## src/rtl/multicycle_cu_pkg.sv

```systemverilog
// Shared types and encodings for the multi-cycle control unit.
// Holds the FSM state enum, the instruction word layout, class, condition
// and immediate-select codes, and the NZCV status bit positions.
package multicycle_cu_pkg;

    localparam int unsigned INSTR_W  = 32;
    localparam int unsigned STATE_W  = 3;
    localparam int unsigned COND_W   = 4;
    localparam int unsigned STATUS_W = 4;

    // Debug-visible state encoding; values are exported on state_o.
    typedef enum logic [STATE_W-1:0] {
        ST_FETCH   = 3'd0,
        ST_DECODE  = 3'd1,
        ST_EXEC    = 3'd2,
        ST_MEM     = 3'd3,
        ST_WB      = 3'd4,
        ST_ILLEGAL = 3'd5,
        ST_TIMEOUT = 3'd6
    } state_e;

    // Instruction word layout, MSB first.
    typedef struct packed {
        logic [3:0]  cond;   // [31:28]
        logic [1:0]  cls;    // [27:26]
        logic        imm;    // [25]
        logic [3:0]  op;     // [24:21]
        logic        load;   // [20]
        logic [19:0] rest;   // [19:0], consumed by the datapath only
    } instr_t;

    // Instruction classes.
    localparam logic [1:0] CLS_DP  = 2'b00;
    localparam logic [1:0] CLS_LS  = 2'b01;
    localparam logic [1:0] CLS_BR  = 2'b10;
    localparam logic [1:0] CLS_ILL = 2'b11;

    // ARM condition codes.
    localparam logic [3:0] COND_EQ = 4'b0000;
    localparam logic [3:0] COND_NE = 4'b0001;
    localparam logic [3:0] COND_CS = 4'b0010;
    localparam logic [3:0] COND_CC = 4'b0011;
    localparam logic [3:0] COND_MI = 4'b0100;
    localparam logic [3:0] COND_PL = 4'b0101;
    localparam logic [3:0] COND_VS = 4'b0110;
    localparam logic [3:0] COND_VC = 4'b0111;
    localparam logic [3:0] COND_HI = 4'b1000;
    localparam logic [3:0] COND_LS = 4'b1001;
    localparam logic [3:0] COND_GE = 4'b1010;
    localparam logic [3:0] COND_LT = 4'b1011;
    localparam logic [3:0] COND_GT = 4'b1100;
    localparam logic [3:0] COND_LE = 4'b1101;
    localparam logic [3:0] COND_AL = 4'b1110;
    localparam logic [3:0] COND_NV = 4'b1111;

    // Immediate-select encodings.
    localparam logic [1:0] IMM_DP  = 2'b00;
    localparam logic [1:0] IMM_MEM = 2'b01;
    localparam logic [1:0] IMM_BR  = 2'b10;

    // Status flag bit positions.
    localparam int unsigned FLAG_N = 3;
    localparam int unsigned FLAG_Z = 2;
    localparam int unsigned FLAG_C = 1;
    localparam int unsigned FLAG_V = 0;

endpackage

```

## src/rtl/multicycle_cu_cond_eval.sv

```systemverilog
// Condition-code evaluator: decides whether an instruction's cond field
// passes against the current NZCV flags. Purely combinational.
//   cond   in  4  ARM condition field
//   status in  4  flags [3]=N [2]=Z [1]=C [0]=V
//   pass   out 1  1 when the instruction should execute; 1111 never passes
module cond_eval
    import multicycle_cu_pkg::*;
(
    input  logic [COND_W-1:0]   cond,
    input  logic [STATUS_W-1:0] status,
    output logic                pass
);

    logic n_flag;
    logic z_flag;
    logic c_flag;
    logic v_flag;

    assign n_flag = status[FLAG_N];
    assign z_flag = status[FLAG_Z];
    assign c_flag = status[FLAG_C];
    assign v_flag = status[FLAG_V];

    // ARM condition table.
    always_comb begin
        pass = 1'b0;
        case (cond)
            COND_EQ: pass = z_flag;
            COND_NE: pass = !z_flag;
            COND_CS: pass = c_flag;
            COND_CC: pass = !c_flag;
            COND_MI: pass = n_flag;
            COND_PL: pass = !n_flag;
            COND_VS: pass = v_flag;
            COND_VC: pass = !v_flag;
            COND_HI: pass = c_flag && !z_flag;
            COND_LS: pass = !c_flag || z_flag;
            COND_GE: pass = (n_flag == v_flag);
            COND_LT: pass = (n_flag != v_flag);
            COND_GT: pass = !z_flag && (n_flag == v_flag);
            COND_LE: pass = z_flag || (n_flag != v_flag);
            COND_AL: pass = 1'b1;
            default: pass = 1'b0;
        endcase
    end

endmodule

```

## src/rtl/multicycle_cu.sv

```systemverilog
// Multi-cycle control unit: steps each instruction through
// FETCH/DECODE/EXEC/MEM/WB and drives the datapath strobes.
//   clk, reset (async, active low)
//   instr/instr_valid  instruction source, sampled in FETCH only
//   status             NZCV flags, used in DECODE
//   ram_ack            RAM completion, used in MEM only
//   ir_we, pc_we, pcsrc, aluop, immsel, alusrc, regrw, wb, ramen, memrw
//                      datapath strobes, decoded from state and IR
//   busy, illegal, timeout, state_o  status/debug
module multicycle_cu
    import multicycle_cu_pkg::*;
#(
    parameter int unsigned        ALUOP_W     = 4,
    parameter logic [ALUOP_W-1:0] ALU_ADD     = ALUOP_W'(4'b0100),
    parameter int unsigned        MEM_TIMEOUT = 15
) (
    input  logic                  clk,
    input  logic                  reset,
    input  logic [INSTR_W-1:0]    instr,
    input  logic                  instr_valid,
    input  logic [STATUS_W-1:0]   status,
    input  logic                  ram_ack,
    output logic                  ir_we,
    output logic                  pc_we,
    output logic                  pcsrc,
    output logic [ALUOP_W-1:0]    aluop,
    output logic [1:0]            immsel,
    output logic                  alusrc,
    output logic                  regrw,
    output logic                  wb,
    output logic                  ramen,
    output logic                  memrw,
    output logic                  busy,
    output logic                  illegal,
    output logic                  timeout,
    output logic [STATE_W-1:0]    state_o
);

    localparam int unsigned CNT_W      = (MEM_TIMEOUT > 0) ? $clog2(MEM_TIMEOUT + 1) : 1;
    localparam logic        TIMEOUT_EN = (MEM_TIMEOUT != 0);

    state_e           state_q;
    state_e           state_d;
    instr_t           ir_q;
    instr_t           ir_d;
    logic [CNT_W-1:0] cnt_q;
    logic [CNT_W-1:0] cnt_d;
    logic [CNT_W-1:0] cnt_inc;
    logic             illegal_q;
    logic             illegal_d;
    logic             timeout_q;
    logic             timeout_d;
    logic             accept_c;
    logic             cond_pass;
    logic             timeout_hit;
    logic             unused_ir;

    cond_eval u_cond_eval (
        .cond   (ir_q.cond),
        .status (status),
        .pass   (cond_pass)
    );

    // Saturating wait counter; saturation only matters when the timeout is disabled.
    assign cnt_inc     = (cnt_q == '1) ? cnt_q : cnt_q + CNT_W'(1);
    assign timeout_hit = TIMEOUT_EN && (cnt_inc == CNT_W'(MEM_TIMEOUT));

    // State, IR, counter and sticky flags.
    always_ff @(posedge clk or negedge reset) begin
        if (!reset) begin
            state_q   <= ST_FETCH;
            ir_q      <= '0;
            cnt_q     <= '0;
            illegal_q <= 1'b0;
            timeout_q <= 1'b0;
        end else begin
            state_q   <= state_d;
            ir_q      <= ir_d;
            cnt_q     <= cnt_d;
            illegal_q <= illegal_d;
            timeout_q <= timeout_d;
        end
    end

    // Next-state and strobe decode from state register and IR.
    always_comb begin
        state_d   = state_q;
        ir_d      = ir_q;
        cnt_d     = '0;
        illegal_d = illegal_q;
        timeout_d = timeout_q;
        accept_c  = 1'b0;
        pc_we     = 1'b0;
        pcsrc     = 1'b0;
        aluop     = '0;
        immsel    = IMM_DP;
        alusrc    = 1'b0;
        regrw     = 1'b0;
        wb        = 1'b0;
        ramen     = 1'b0;
        memrw     = 1'b0;
        busy      = 1'b0;

        case (state_q)
            ST_FETCH: begin
                if (instr_valid) begin
                    accept_c = 1'b1;
                    ir_d     = instr_t'(instr);
                    state_d  = ST_DECODE;
                end
            end

            ST_DECODE: begin
                busy = 1'b1;
                if (ir_q.cond == COND_NV || ir_q.cls == CLS_ILL) begin
                    state_d   = ST_ILLEGAL;
                    illegal_d = 1'b1;
                end else if (!cond_pass) begin
                    pc_we   = 1'b1;
                    state_d = ST_FETCH;
                end else begin
                    state_d = ST_EXEC;
                end
            end

            ST_EXEC: begin
                busy = 1'b1;
                case (ir_q.cls)
                    CLS_DP: begin
                        aluop   = ALUOP_W'(ir_q.op);
                        alusrc  = ir_q.imm;
                        state_d = ST_WB;
                    end
                    CLS_LS: begin
                        aluop   = ALU_ADD;
                        alusrc  = 1'b1;
                        immsel  = IMM_MEM;
                        state_d = ST_MEM;
                    end
                    CLS_BR: begin
                        immsel  = IMM_BR;
                        pc_we   = 1'b1;
                        pcsrc   = 1'b1;
                        state_d = ST_FETCH;
                    end
                    default: begin
                        // Unreachable: DECODE already trapped class 11.
                        state_d   = ST_ILLEGAL;
                        illegal_d = 1'b1;
                    end
                endcase
            end

            ST_MEM: begin
                busy   = 1'b1;
                ramen  = 1'b1;
                memrw  = !ir_q.load;
                aluop  = ALU_ADD;
                alusrc = 1'b1;
                immsel = IMM_MEM;
                // Ack takes priority over the timeout limit in the same cycle.
                if (ram_ack) begin
                    if (ir_q.load) begin
                        state_d = ST_WB;
                    end else begin
                        pc_we   = 1'b1;
                        state_d = ST_FETCH;
                    end
                end else if (timeout_hit) begin
                    state_d   = ST_TIMEOUT;
                    timeout_d = 1'b1;
                end else begin
                    cnt_d = cnt_inc;
                end
            end

            ST_WB: begin
                busy    = 1'b1;
                regrw   = 1'b1;
                wb      = (ir_q.cls == CLS_LS);
                pc_we   = 1'b1;
                state_d = ST_FETCH;
            end

            ST_ILLEGAL, ST_TIMEOUT: begin
                state_d = state_q;
            end

            default: begin
                state_d = ST_FETCH;
            end
        endcase
    end

    // ir_we follows the live instr_valid, so it must be held low during reset.
    assign ir_we     = accept_c && reset;
    assign illegal   = illegal_q;
    assign timeout   = timeout_q;
    assign state_o   = state_q;
    assign unused_ir = ^ir_q.rest;

endmodule
```

## config.mk

```make
export PLATFORM = sky130hd
export DESIGN_NAME = multicycle_cu
export DESIGN_NICKNAME = d
export VERILOG_FILES = /design/src/rtl/multicycle_cu_pkg.sv /design/src/rtl/multicycle_cu_cond_eval.sv /design/src/rtl/multicycle_cu.sv
export SDC_FILE = /design/constraint.sdc
export NUM_CORES = 1
export LEC_CHECK = 0
export ABC_AREA = 1
export CAP_MARGIN = 20
export CORE_MARGIN = 3
export CORE_UTILIZATION = 46
export DETAILED_ROUTE_END_ITERATION = 16
export PLACE_DENSITY = 0.86
export SETUP_SLACK_MARGIN = 0.15
export SLEW_MARGIN = 30
export SYNTH_ARGS = -nofsm -noshare
export SYNTH_HDL_FRONTEND = slang
export SYNTH_SLANG_ARGS = --single-unit
```

## constraint.sdc

```tcl
create_clock -name clk -period 3.2 [get_ports clk]
set_input_delay 0.64 -clock clk [delete_from_list [all_inputs] [get_ports clk]]
set_output_delay 0.64 -clock clk [all_outputs]
set_load 0.01 [all_outputs]
```

# Word-level counts from Yosys, hierarchy flattened

Index checks and enable logic that the tools add are counted.
Widths: inputs -> output; s select.

Bits in registers: 21
Input bits: 40
Output and inout port bits: 20
Logic and storage cells: 102

$add $sub $neg: 1
Equal/unequal tests: 32
Mux-type cells: 36
Bitwise operators: 2
Reductions and logical operators: 22

Operator list:

| operator            | number |
|---|---|
| $eq 4x4->1 const B  | 10 |
| $eq 4x3->1 const B  | 4 |
| $mux 4              | 4 |
| $pmux 4 s2          | 2 |
| $mux 1              | 15 |
| $mux 3              | 5 |
| $pmux 1 s15         | 1 |
| $pmux 3 s5          | 1 |
| $eq 3x3->1 const B  | 3 |
| $pmux 3 s3          | 1 |
| $reduce_and 3->1    | 3 |
| $eq 4x2->1 const B  | 2 |
| $pmux 2 s2          | 2 |
| $eq 3x2->1 const B  | 2 |
| $ne 2x2->1 const B  | 3 |
| $pmux 1 s2          | 3 |
| $logic_not 1->1     | 5 |
| $add 4x1->4 const B | 1 |
| $eq 2x2->1 const B  | 2 |
| $eq 4x1->1 const B  | 1 |
| $logic_not 4->1     | 1 |
| $pmux 1 s4          | 1 |
| $reduce_or 4->1     | 1 |
| $eq 3x1->1 const B  | 1 |
| 14 further kinds    | 19 |

# Depth between registers and ports, before layout

Gate-level depths: netlist of the first run.

Depth after elaboration: 6
Gate-level depth with buffers: 12
Depth with buffers taken out: 12

# By module

Synthesis of the first run repeated with hierarchy kept, for this count alone.

Cells, all modules: 209
Area, all modules: 1,526.5 sq um

Modules (own cells, without submodules):

| module        | times used | cells each | area each (sq um) | sequential area each (sq um) |
|---|---|---|---|---|
| multicycle_cu | 1          | 154        | 1,297.5           | 525.5 |
| cond_eval     | 1          | 55         | 229.0             | 0.0 |

# Worst setup path before layout of the first run

Ideal clock, no wire load.

Path type: input to output
Start: input status[3]
End: output pc_we
Arrival: 1.364 ns
Data required time: 2.560 ns
Setup slack: 1.196 ns
Stages on the path: 9
Path buffers: 0
Cell sequence: inv_1 > nand2_1 > nand3_1 > nand2_1 > nand2_1 > nand2_1 > inv_1 > nand3_1 > o21ai_0

Cells in the longest elaborated chain, start to end: 6
Elaborated cells between the ends (all ways): 9
Classes of those cells: eq/ne (2); mux (4); reduce/logical (3)

Ends and longest elaborated chain:

| what                                                  | RTL line                                                     | source |
|---|---|---|
| from (decl)                                           | multicycle_cu.sv:21                                          | `input logic [STATUS_W-1:0] status,` |
| $ne 1x1->1 or $eq 1x1->1 (tied branches)              | n/a                                                          |  |
| $logic_or 1x1->1 or $logic_and 1x1->1 (tied branches) | multicycle_cu_cond_eval.sv:41, multicycle_cu_cond_eval.sv:40 |  |
| $pmux 1 s15 (*)                                       | multicycle_cu_cond_eval.sv:27                                | `case (cond)` |
| $mux 1 (*)                                            | multicycle_cu.sv:118                                         | `end else if (!cond_pass) begin` |
| $mux 1 (*)                                            | multicycle_cu.sv:115                                         | `if (ir_q.cond == COND_NV \|\| ir_q.cls == CLS_ILL) begin` |
| $pmux 1 s4 (*)                                        | multicycle_cu.sv:104                                         | `case (state_q)` |
| to (decl)                                             | multicycle_cu.sv:24                                          | `output logic pc_we,` |

Every way passes the cells marked *; elsewhere a longest branch is shown, timed or not.

# Worst setup path in the final report of the first run

Start: register state_q[2], in the netlist state_o[2]
End: output aluop[2]

Cells in the longest elaborated chain, start to end: 2
Elaborated cells between the ends (all ways): 3
Classes of those cells: eq/ne (2); mux (1)

Ends and longest elaborated chain:

| what                   | RTL line             | source |
|---|---|---|
| from (decl)            | multicycle_cu.sv:42  | `state_e state_q;` |
| from (signal assigned) | multicycle_cu.sv:77  | `state_q <= state_d;` |
| $eq 3x2->1             | multicycle_cu.sv:104 |  |
| $pmux 4 s2 (*)         | multicycle_cu.sv:104 |  |
| to (decl)              | multicycle_cu.sv:26  | `output logic [ALUOP_W-1:0] aluop,` |

Marks and branches as above.

==> results of run 1 <==
synthesized netlist by cell type (all sizes together):
| cell type | instances |
|---|---|
| or2 | 1 |
| nor2 | 37 |
| nor3 | 1 |
| nand3b | 2 |
| a211oi | 1 |
| ha | 7 |
| dfrtp | 21 |
| nor4 | 1 |
| a31o | 1 |
| o22ai | 1 |
| or3 | 1 |
| nand3 | 17 |
| xnor2 | 1 |
| buf | 2 |
| inv | 30 |
| mux2 | 6 |
| a21oi | 9 |
| o21ai | 6 |
| nand4 | 1 |
| a21boi | 2 |
| nand2 | 43 |
per-layer routing:
metal	track usage, %	vias to the layer above
li1	-	692
met4	7.27	0
met3	3.72	5
met2	30.6	42
met5	0	-
met1	23.8	626
where the power goes:
part           internal (W)  leakage [nW]  switching (W)
logic              0.000360         0.665       0.000424
clock network     0.0000480        0.0139      0.0000947
registers          0.000361         0.252      0.0000949
area by class of cell:
| type | count | area [µm²] | area share, % |
|---|---|---|---|
| multi-input cells | 138 | 774 | 41.0 |
| flip-flops and latches | 21 | 526 | 27.8 |
| repair buffers | 41 | 408 | 21.6 |
| inverters | 30 | 113 | 5.96 |
| well taps | 31 | 38.8 | 2.05 |
| clock buffers | 3 | 22.5 | 1.19 |
| clock inverters | 1 | 7.51 | 0.397 |
flip-flops by register name (all words and copies together), names as in the netlist:
signal / flops
ir_q: 12
cnt_q: 4
state_o: 3
illegal: 1
timeout: 1
logic make-up (layout without fill, tap and decap cells):
group           Yosys count  count (layout)  share of synthesized area, %
simple gates            104             104                          34.6
buf+inv                  32              75                          9.02
flops                    21              21                          36.8
compound gates           20              20                          8.14
fa+ha+maj                 7               7                          6.13
mux                       6               6                          4.73
xor+xnor                  1               1                         0.613
metrics by stage:
stage	power (W)	area, µm²	hold WS [ps]	util (%)
after floorplan	0.000977	1430	344	-
after global placement	0.00123	1860	464	65.1
after detailed placement	0.00125	1860	465	65.1
after CTS	0.00139	1890	494	66.1
after global routing	0.00151	1890	502	66.2
final	0.00138	1890	496	66.2
worst max path at each step:
stage	from	end	slack (ps)	cells past startpoint
6_report	state_o[2]	aluop[2]	520	6
5_1_grt	state_o[2]	aluop[2]	360	6
4_1_cts	status[3]	pc_we	170	10
3_5_place_dp	status[3]	pc_we	170	10
3_3_place_gp	status[0]	pc_we	210	10
2_1_floorplan	status[3]	pc_we	1200	9
==> impl_results.md, run 1 <==
- Cell mode on critical path: nor2_1
- Die Y: 61.7 µm
- FF-to-FF path depth: 10
- Synth top area cells: dfrtp_1 37%, nand2_1 11%, nor2_1 8.7%
- DRT Wirelength: 3.18 mm
- Avg WL per Cell: 12.0 µm
- Final Slew Violations: 0
- Non-Filler Instances: 265
- Met3 Routed Length: 205 µm
- Detail Route Antenna Nets: 0
- Vias: 1365
- Final setup fails: 0
- Synth area leader: dfrtp_1
- Hold depth: 1
- Crit Path Max Fanout: 10
- Total CTS buffers: 3
- Dpl ws: 173 ps
- Fin crit share: 83.8%
- Final antenna diode count: 0
- Post-CTS Setup Inserts: 0
- DR WL met2: 1.50 mm
- Vias in the first global route: 1325
- Ys Warns: 0
- WP data arrival: 2040 ps
- CTS root buffer: clkbuf_4
- Register clock-pin slew on the reported worst setup and hold paths: 130 ps
- R2R Path End: state_o[1]
- Layout area overhead: 32.2%
- CTS tree: done
- Launching element type of the critical path: register
- CP required: 2560 ps
- Most frequent cells in the layout: 40 x nand2_1, 38 x clkdlybuf4s50_1, 33 x nor2_1
- Final Hold Fails: 0
- Sequential share of the synthesized area: 36.8%
- Global route total overflow: 0
- Clk sinks: 21
- DIE WIDTH: 61.7 µm
- Starting DRC count in detailed routing: 83
- Post-CTS sizing: 0
- Crit path largest cell delay: 530 ps
- Global-route wire length before repair: 5.24 mm
- Lkg Pwr: 0.932 nW
- Worst Setup End Kind: output port
- Share of the synthesized area in the top cell type: 36.8%
- Worst slew pin tran: 282 ps
- Max Fclk: 373 MHz
- Final WS setup: 517 ps
- Worst R2R Setup Slack: 1560 ps
- RSZ-0062 raised after global routing: no
- Initial core utilization: 50.1%
- IO Port Bufs: 39
- Die ar.: 0.00381 mm²
- Crit path kind: register to output port
- Core area: 0.00285 mm²
- Status: finished, final reports clean
- GRT Util Overall: 18.5%
- Initial antenna violation count: 0
- Pwr per Cell Area: 731 mW/mm²
- Syn Area/Cell: 7.48 µm²
- Post-layout min period: 2680 ps
- Nets: 282
- First-pass DRT Iterations: 4
- Clk_skew: 6.56 ps
- Synth Instances: 191
- #FFs+latches synth: 21
- H-tree levels: 1
- Top-Level Pins: 60
- Cell family with most CP delay: buffers and inverters
- Setup_tns: 0 ps
- Highest metal used: met4
- Crit path cell chain: inv_1 -> nand3_2 -> nor2_1 -> nor2_1 -> nand2_1 -> clkdlybuf4s50_1
- Most common cell after layout, fill and taps aside: nand2_1
- Met1 wire length: 1.42 mm
- Max clock buf depth: 2
- Max-Cap Viols: 0
- Mapped Nets: 238
- Area of the mapped netlist: 0.00143 mm²
- CP max stage cell: clkdlybuf4s50_1
- Gpl congestion: 0.843
- HPWL after detailed placement: 2.53 mm
- Dpl cells: 261
- Count of cell types in the netlist: 33
- Vias/cell: 5.15
- Hold endpoint: illegal
- Drt drc: 0
- Max rail drop VDD: 502 µV
- Bufs and invs on worst path: 2
- Hold Path Class: register to register
- Layout cell share with drive strength beyond 1: 11.1%
- Launch point of the worst reg-to-reg path: cnt_q[0]
- Fillers: 246
- Post-CTS Hold Buffers: 0
- Cell row count: 19
- Clock Latency Late Sink: 330 ps
- HP Start: illegal
- Max transition margin: 81.1%
- Largest net degree at the start of global routing: 22
Note: power is estimated with default switching activity, not from simulation.
==> inputs of run 2 (changes only) <==
--- a/config.mk
+++ b/config.mk
@@ -8,9 +8,9 @@
 export ABC_AREA = 1
 export CAP_MARGIN = 20
 export CORE_MARGIN = 3
-export CORE_UTILIZATION = 46
+export CORE_UTILIZATION = 43
 export DETAILED_ROUTE_END_ITERATION = 16
-export PLACE_DENSITY = 0.86
+export PLACE_DENSITY = 0.81
 export SETUP_SLACK_MARGIN = 0.15
 export SLEW_MARGIN = 30
 export SYNTH_ARGS = -nofsm -noshare
==> constraint.sdc (replaced) <==
create_clock -name clk -period 2.7 [get_ports clk]
set_input_delay 0.54 -clock clk [delete_from_list [all_inputs] [get_ports clk]]
set_output_delay 0.54 -clock clk [all_outputs]
set_load 0.01 [all_outputs]
==> impl_results.md, run 2 (synthesis gave the netlist of run 1 again) <==
- Status: finished, final reports clean
- Crit Path Max Fanout: 5 (-5)
- Register clock-pin slew on the reported worst setup and hold paths: 110 ps (-20 ps)
- Detail Route Antenna Nets: 0 (unchanged)
- CP max stage cell: clkdlybuf4s50_1
- Die ar.: 0.00405 mm² (+6.3%)
- Crit path kind: register to output port
- Setup_tns: 0 ps (unchanged)
- Reg with most FFs: ir_q
- Max Fclk: 411 MHz
- Non-Filler Instances: 280 (+5.7%)
- Final antenna diode count: 0 (unchanged)
- Global-route wire length before repair: 5.52 mm (+5.4%)
- CTS tree: done
- Starting DRC count in detailed routing: 79 (-4.8%)
- IO Port Bufs: 39 (unchanged)
- Worst slew pin tran: 271 ps (-11.5 ps)
- Clock Latency Late Sink: 290 ps (-40 ps)
- Top-Level Pins: 60 (unchanged)
- Clk sinks: 21 (unchanged)
- Final setup fails: 0 (unchanged)
- Lkg Pwr: 0.923 nW (-0.91%)
- Final Slew Violations: 0 (unchanged)
- Max rail drop VDD: 376 µV (-25%)
- DIE WIDTH: 63.6 µm (+3.1%)
- Crit path largest cell delay: 540 ps (about the same)
- HPWL after detailed placement: 2.50 mm (-0.84%)
- Initial antenna violation count: 0 (unchanged)
- GRT Util Overall: 16.7% (-1.8 points)
- Most common cell after layout, fill and taps aside: nand2_1
- CTS root buffer: clkbuf_4
- Vias: 1354 (-0.81%)
- Initial core utilization: 46.0% (-4.0 points)
- Gpl congestion: 0.811 (-3.8%)
- RSZ-0062 raised after global routing: yes
- Die Y: 63.6 µm (+3.1%)
- H-tree levels: 1 (unchanged)
- Launching element type of the critical path: register
- Hold Slack: 501 ps (+5.67 ps)
- Vias in the first global route: 1299 (-2.0%)
- Max transition margin: 81.8% (+0.71 points)
- Most frequent cells in the layout: 39 x nand2_1, 38 x clkdlybuf4s50_1, 30 x nor2_1
- Core area: 0.00310 mm² (+8.8%)
- Total power: 0.00168 W (+22%)
- Total CTS buffers: 3 (unchanged)
- Post-layout min period: 2430 ps
- Bufs and invs on worst path: 2 (unchanged)
- Final Hold Fails: 0 (unchanged)
- WP data arrival: 1890 ps (-150 ps)
- Worst Setup End Kind: output port
- Dpl cells: 276 (+5.7%)
- Max clock buf depth: 2 (unchanged)
- Hold Path Class: register to register
- CP required: 2160 ps (-400 ps)
- Nets: 284 (+0.71%)
- DRT Wirelength: 3.15 mm (-1.1%)
- Crit path cell chain: inv_1 -> ha_1 -> nand2_1 -> nor2_1 -> clkdlybuf4s50_1
- Global route total overflow: 0 (unchanged)
- Cell family with most CP delay: buffers and inverters
- Layout cell share with drive strength beyond 1: 15.3% (+4.1 points)
- Core Util, Final: 62.3% (-3.9 points)
- Avg WL per Cell: 11.2 µm (-6.4%)
- Pwr per Cell Area: 870 mW/mm² (+19%)
- Layout area overhead: 35.3%
- Drt drc: 0 (unchanged)
- Fin crit share: 90.1%
- First-pass DRT Iterations: 4 (unchanged)
- Largest net degree at the start of global routing: 22 (unchanged)
- Max-Cap Viols: 0 (unchanged)
- Cell row count: 20 (+1)
- Clk_skew: 1.03 ps (-5.53 ps)
- Post-CTS Setup Inserts: 0 (unchanged)
- Vias/cell: 4.84 (-6.1%)
- Max reg flops: 12 (unchanged)
[run 2: cell types whose count changed in the layout (fill, tap and decap cells not counted), moves of 2 or more]
cell and delta:
buf_4 +2, inv_1 -3, inv_2 +3, nor2_1 -3, nor2_2 +2
[run 2: timing repair]
item                       4_1_cts  5_1_grt
gates resized for setup          3       11
cloned                           0        0
hold buffers                     0        0
setup endpoints to repair        2        7
[run 2: final timing paths]
kind / startpoint / endpoint / slack (ps) / depth (start not counted)
setup / recovery: ir_q[26] / aluop[0] / 270 / 5
hold / removal: timeout / timeout / 500 / 1
setup reg to reg: cnt_q[0] / state_o[1] / 1050 / 10
hold reg to reg: timeout / timeout / 500 / 1
max in group asynchronous: reset / state_o[2] / 1850 / 2
min in group asynchronous: reset / ir_q[28] / 620 / 2
[run 2: metal layers]
metal | part of all wire, % | GRT usage (%) | up-vias
met1 | 43 | 20.9 | 624
met3 | 2.7 | 1.07 | 0
met4 | 0 | 5.66 | 0
met2 | 54 | 30.2 | 30
li1 | - | - | 700
met5 | 0 | 0 | -
[run 2: report_power, final]
part / switching, W / internal, W / total, W
logic: 0.000536 / 0.000450 / 0.000987
registers: 0.000121 / 0.000429 / 0.000550
clock network: 0.0000870 / 0.0000574 / 0.000144
[run 2: metrics by stage]
stage          worst slack [ps]  cell area, µm²
2_1_floorplan               896            1430
3_3_place_gp               -109            1890
3_5_place_dp               -129            1890
4_1_cts                     159            1920
5_1_grt                     126            1930
6_report                    269            1930
[run 2: area by class of cell]
type | count | area (µm²)
clock buffers | 4 | 26.3
repair buffers | 43 | 415
well taps | 44 | 55.1
inverters | 30 | 113
fillers | 289 | 1170
multi-input cells | 138 | 797
flip-flops and latches | 21 | 527
[run 2: worst register-to-register path: stages, from the launching register on]
cell and delay [ps]:
dfrtp_1 430, ha_1 240, or2_0 200, a21boi_1 220
nor2_2 70, nand2_2 90, nand2_4 70, nand3b_4 110
inv_2 40, nand2_1 50, nand2_1 40
==> inputs of run 3 (changes only) <==
--- a/config.mk
+++ b/config.mk
@@ -10,6 +10,8 @@
 export CORE_MARGIN = 3
 export CORE_UTILIZATION = 43
 export DETAILED_ROUTE_END_ITERATION = 16
+export GPL_ROUTABILITY_DRIVEN = 0
+export GPL_TIMING_DRIVEN = 0
 export PLACE_DENSITY = 0.81
 export SETUP_SLACK_MARGIN = 0.15
 export SLEW_MARGIN = 30
==> impl_results.md, run 3 (synthesis gave the netlist of run 1 again) <==
- Status: finished, final reports clean
- Lkg Pwr: 0.963 nW (+4.3%)
- IO Port Bufs: 39 (unchanged)
- WP data arrival: 1900 ps (about the same)
- Clk sinks: 21 (unchanged)
- Fin crit share: 90.3% (+0.23 points)
- Worst R2R Setup Slack: 1070 ps (+20 ps)
- Crit Path Max Fanout: 10 (+5)
- CTS root buffer: clkbuf_4
- CTS tree: done
- Top-Level Pins: 60 (unchanged)
- Pwr per Cell Area: 877 mW/mm² (+0.86%)
- Largest net degree at the start of global routing: 23 (+4.5%)
- Detail Route Antenna Nets: 0 (unchanged)
- HPWL after detailed placement: 2.56 mm (+2.4%)
- Most frequent cells in the layout: 38 x nand2_1, 35 x clkdlybuf4s50_1, 32 x nor2_1
- Post-CTS Hold Buffers: 0 (unchanged)
- Layout cell share with drive strength beyond 1: 16.9% (+1.6 points)
- CP required: 2160 ps (about the same)
- Max reg flops: 12 (unchanged)
- Hold Path Class: input port to async pin
- Drt drc: 0 (unchanged)
- Register clock-pin slew on the reported worst setup and hold paths: 130 ps (+20 ps)
- Post-layout min period: 2440 ps (+6.30 ps)
- Global-route wire length before repair: 5.69 mm (+3.0%)
- Final setup fails: 0 (unchanged)
- Final Instance Area: 0.00196 mm² (+1.2%)
- Dpl ws: -299 ps (-170 ps)
- H-tree levels: 1 (unchanged)
- Placed Area: 0.00187 mm² (-0.73%)
- Starting DRC count in detailed routing: 70 (-11%)
- Clock Latency Late Sink: 310 ps (+20 ps)
- Core area: 0.00310 mm² (unchanged)
- DRT Wirelength: 3.20 mm (+1.7%)
- Reg with most FFs: ir_q
- Cell row count: 20 (unchanged)
- Launching element type of the critical path: register
- Crit path kind: register to output port
- Final Hold Fails: 0 (unchanged)
- Layout area overhead: 37.0%
- Max clock buf depth: 2 (unchanged)
- Setup_tns: 0 ps (unchanged)
- Avg WL per Cell: 11.4 µm (+1.3%)
- Max Fclk: 410 MHz (-0.26%)
- Die ar.: 0.00405 mm² (unchanged)
- Clk_skew: 11.5 ps (+10.5 ps)
- Vias/cell: 4.73 (-2.2%)
- Final Slew Violations: 0 (unchanged)
- Nets: 285 (+0.35%)
- Total CTS buffers: 3 (unchanged)
- Worst slew pin tran: 545 ps (+274 ps)
- Max-Cap Viols: 0 (unchanged)
- Max transition margin: 63.7% (-18 points)
- Initial antenna violation count: 0 (unchanged)
- Final antenna diode count: 0 (unchanged)
- Worst Setup End Kind: output port
- DIE WIDTH: 63.6 µm (unchanged)
- Final WS setup: 262 ps (-6.30 ps)
- Global route total overflow: 0 (unchanged)
- Most common cell after layout, fill and taps aside: nand2_1
- RSZ-0062 raised after global routing: yes
- Max rail drop VDD: 430 µV (+14%)
- Die Y: 63.6 µm (unchanged)
- Initial core utilization: 46.0% (unchanged)
- GRT Util Overall: 17.0% (+0.30 points)
- Vias: 1329 (-1.8%)
- First-pass DRT Iterations: 4 (unchanged)
- Vias in the first global route: 1346 (+3.6%)
==> run 3: changes by cell type in the layout (fill, tap and decap cells not counted), sizes merged <==
cell and change:
clkbuf -2, clkdlybuf4s50 -3, buf +2, clkinv +1, dlymetal6s2s +2, clkdlybuf4s15 +1
==> run 3: routing by layer <==
metal / GRT usage [%] / wire length [µm] / up-vias / part of all wire (%)
li1: - / - / 697 / -
met1: 21.2 / 1420 / 601 / 44
met4: 5.66 / 46 / 0 / 1.4
met3: 1.25 / 95 / 4 / 3.0
met5: 0 / 0 / - / 0
met2: 30.8 / 1630 / 27 / 51
==> run 3: critical path, stage by stage (launching register included) <==
cell and delay [ps]:
dfrtp_2 460, inv_1 140, nand3_4 150, nor2_1 170, nor2_1 80, nand2_1 70
clkdlybuf4s50_1 530
==> run 3: power by group <==
group / internal (W) / total, W / switching, W / leakage (nW)
clock network: 0.0000552 / 0.000153 / 0.0000973 / 0.0177
logic: 0.000468 / 0.00103 / 0.000563 / 0.697
registers: 0.000432 / 0.000533 / 0.000101 / 0.248
total: 0.000955 / 0.00172 / 0.000762 / 0.963
==> run 3: final timing paths <==
path / to / start / cells after the start
max in group asynchronous: state_o[2] / reset / 1
hold reg to reg: timeout / timeout / 1
min in group clk: timeout / timeout / 1
hold / removal: ir_q[27] / reset / 1
setup / recovery: alusrc / state_o[2] / 6
setup reg to reg: state_o[1] / cnt_q[0] / 10
==> run 3: metrics by stage <==
stage          util (%)  total power (W)  hold WS [ps]  cells
6_report           63.1          0.00172           288    281
5_1_grt            63.1          0.00190           326    281
4_1_cts            61.3          0.00165           312    278
3_5_place_dp       60.4          0.00151           478    274
3_3_place_gp       60.4          0.00148           471    274
2_1_floorplan         -          0.00116           244    191
==> run 3: final cells by class <==
| cell class | instances | area (µm²) |
|---|---|---|
| Inverter | 30 | 113 |
| Buffer | 2 | 16.3 |
| Timing Repair Buffer | 42 | 414 |
| Clock buffer | 3 | 22.5 |
| Fill cell | 316 | 1150 |
| Sequential cell | 21 | 529 |
| Tap cell | 44 | 55.1 |
| Clock inverter | 1 | 5.00 |
| Multi-Input combinational cell | 138 | 802 |
==> run 3: what timing repair did <==
item / 4_1_cts / 5_1_grt
resized for setup: 4 / 18
setup endpoints to repair: 3 / 9
setup buffers: 0 / 3
pin swaps: 0 / 2
cloned: 0 / 0
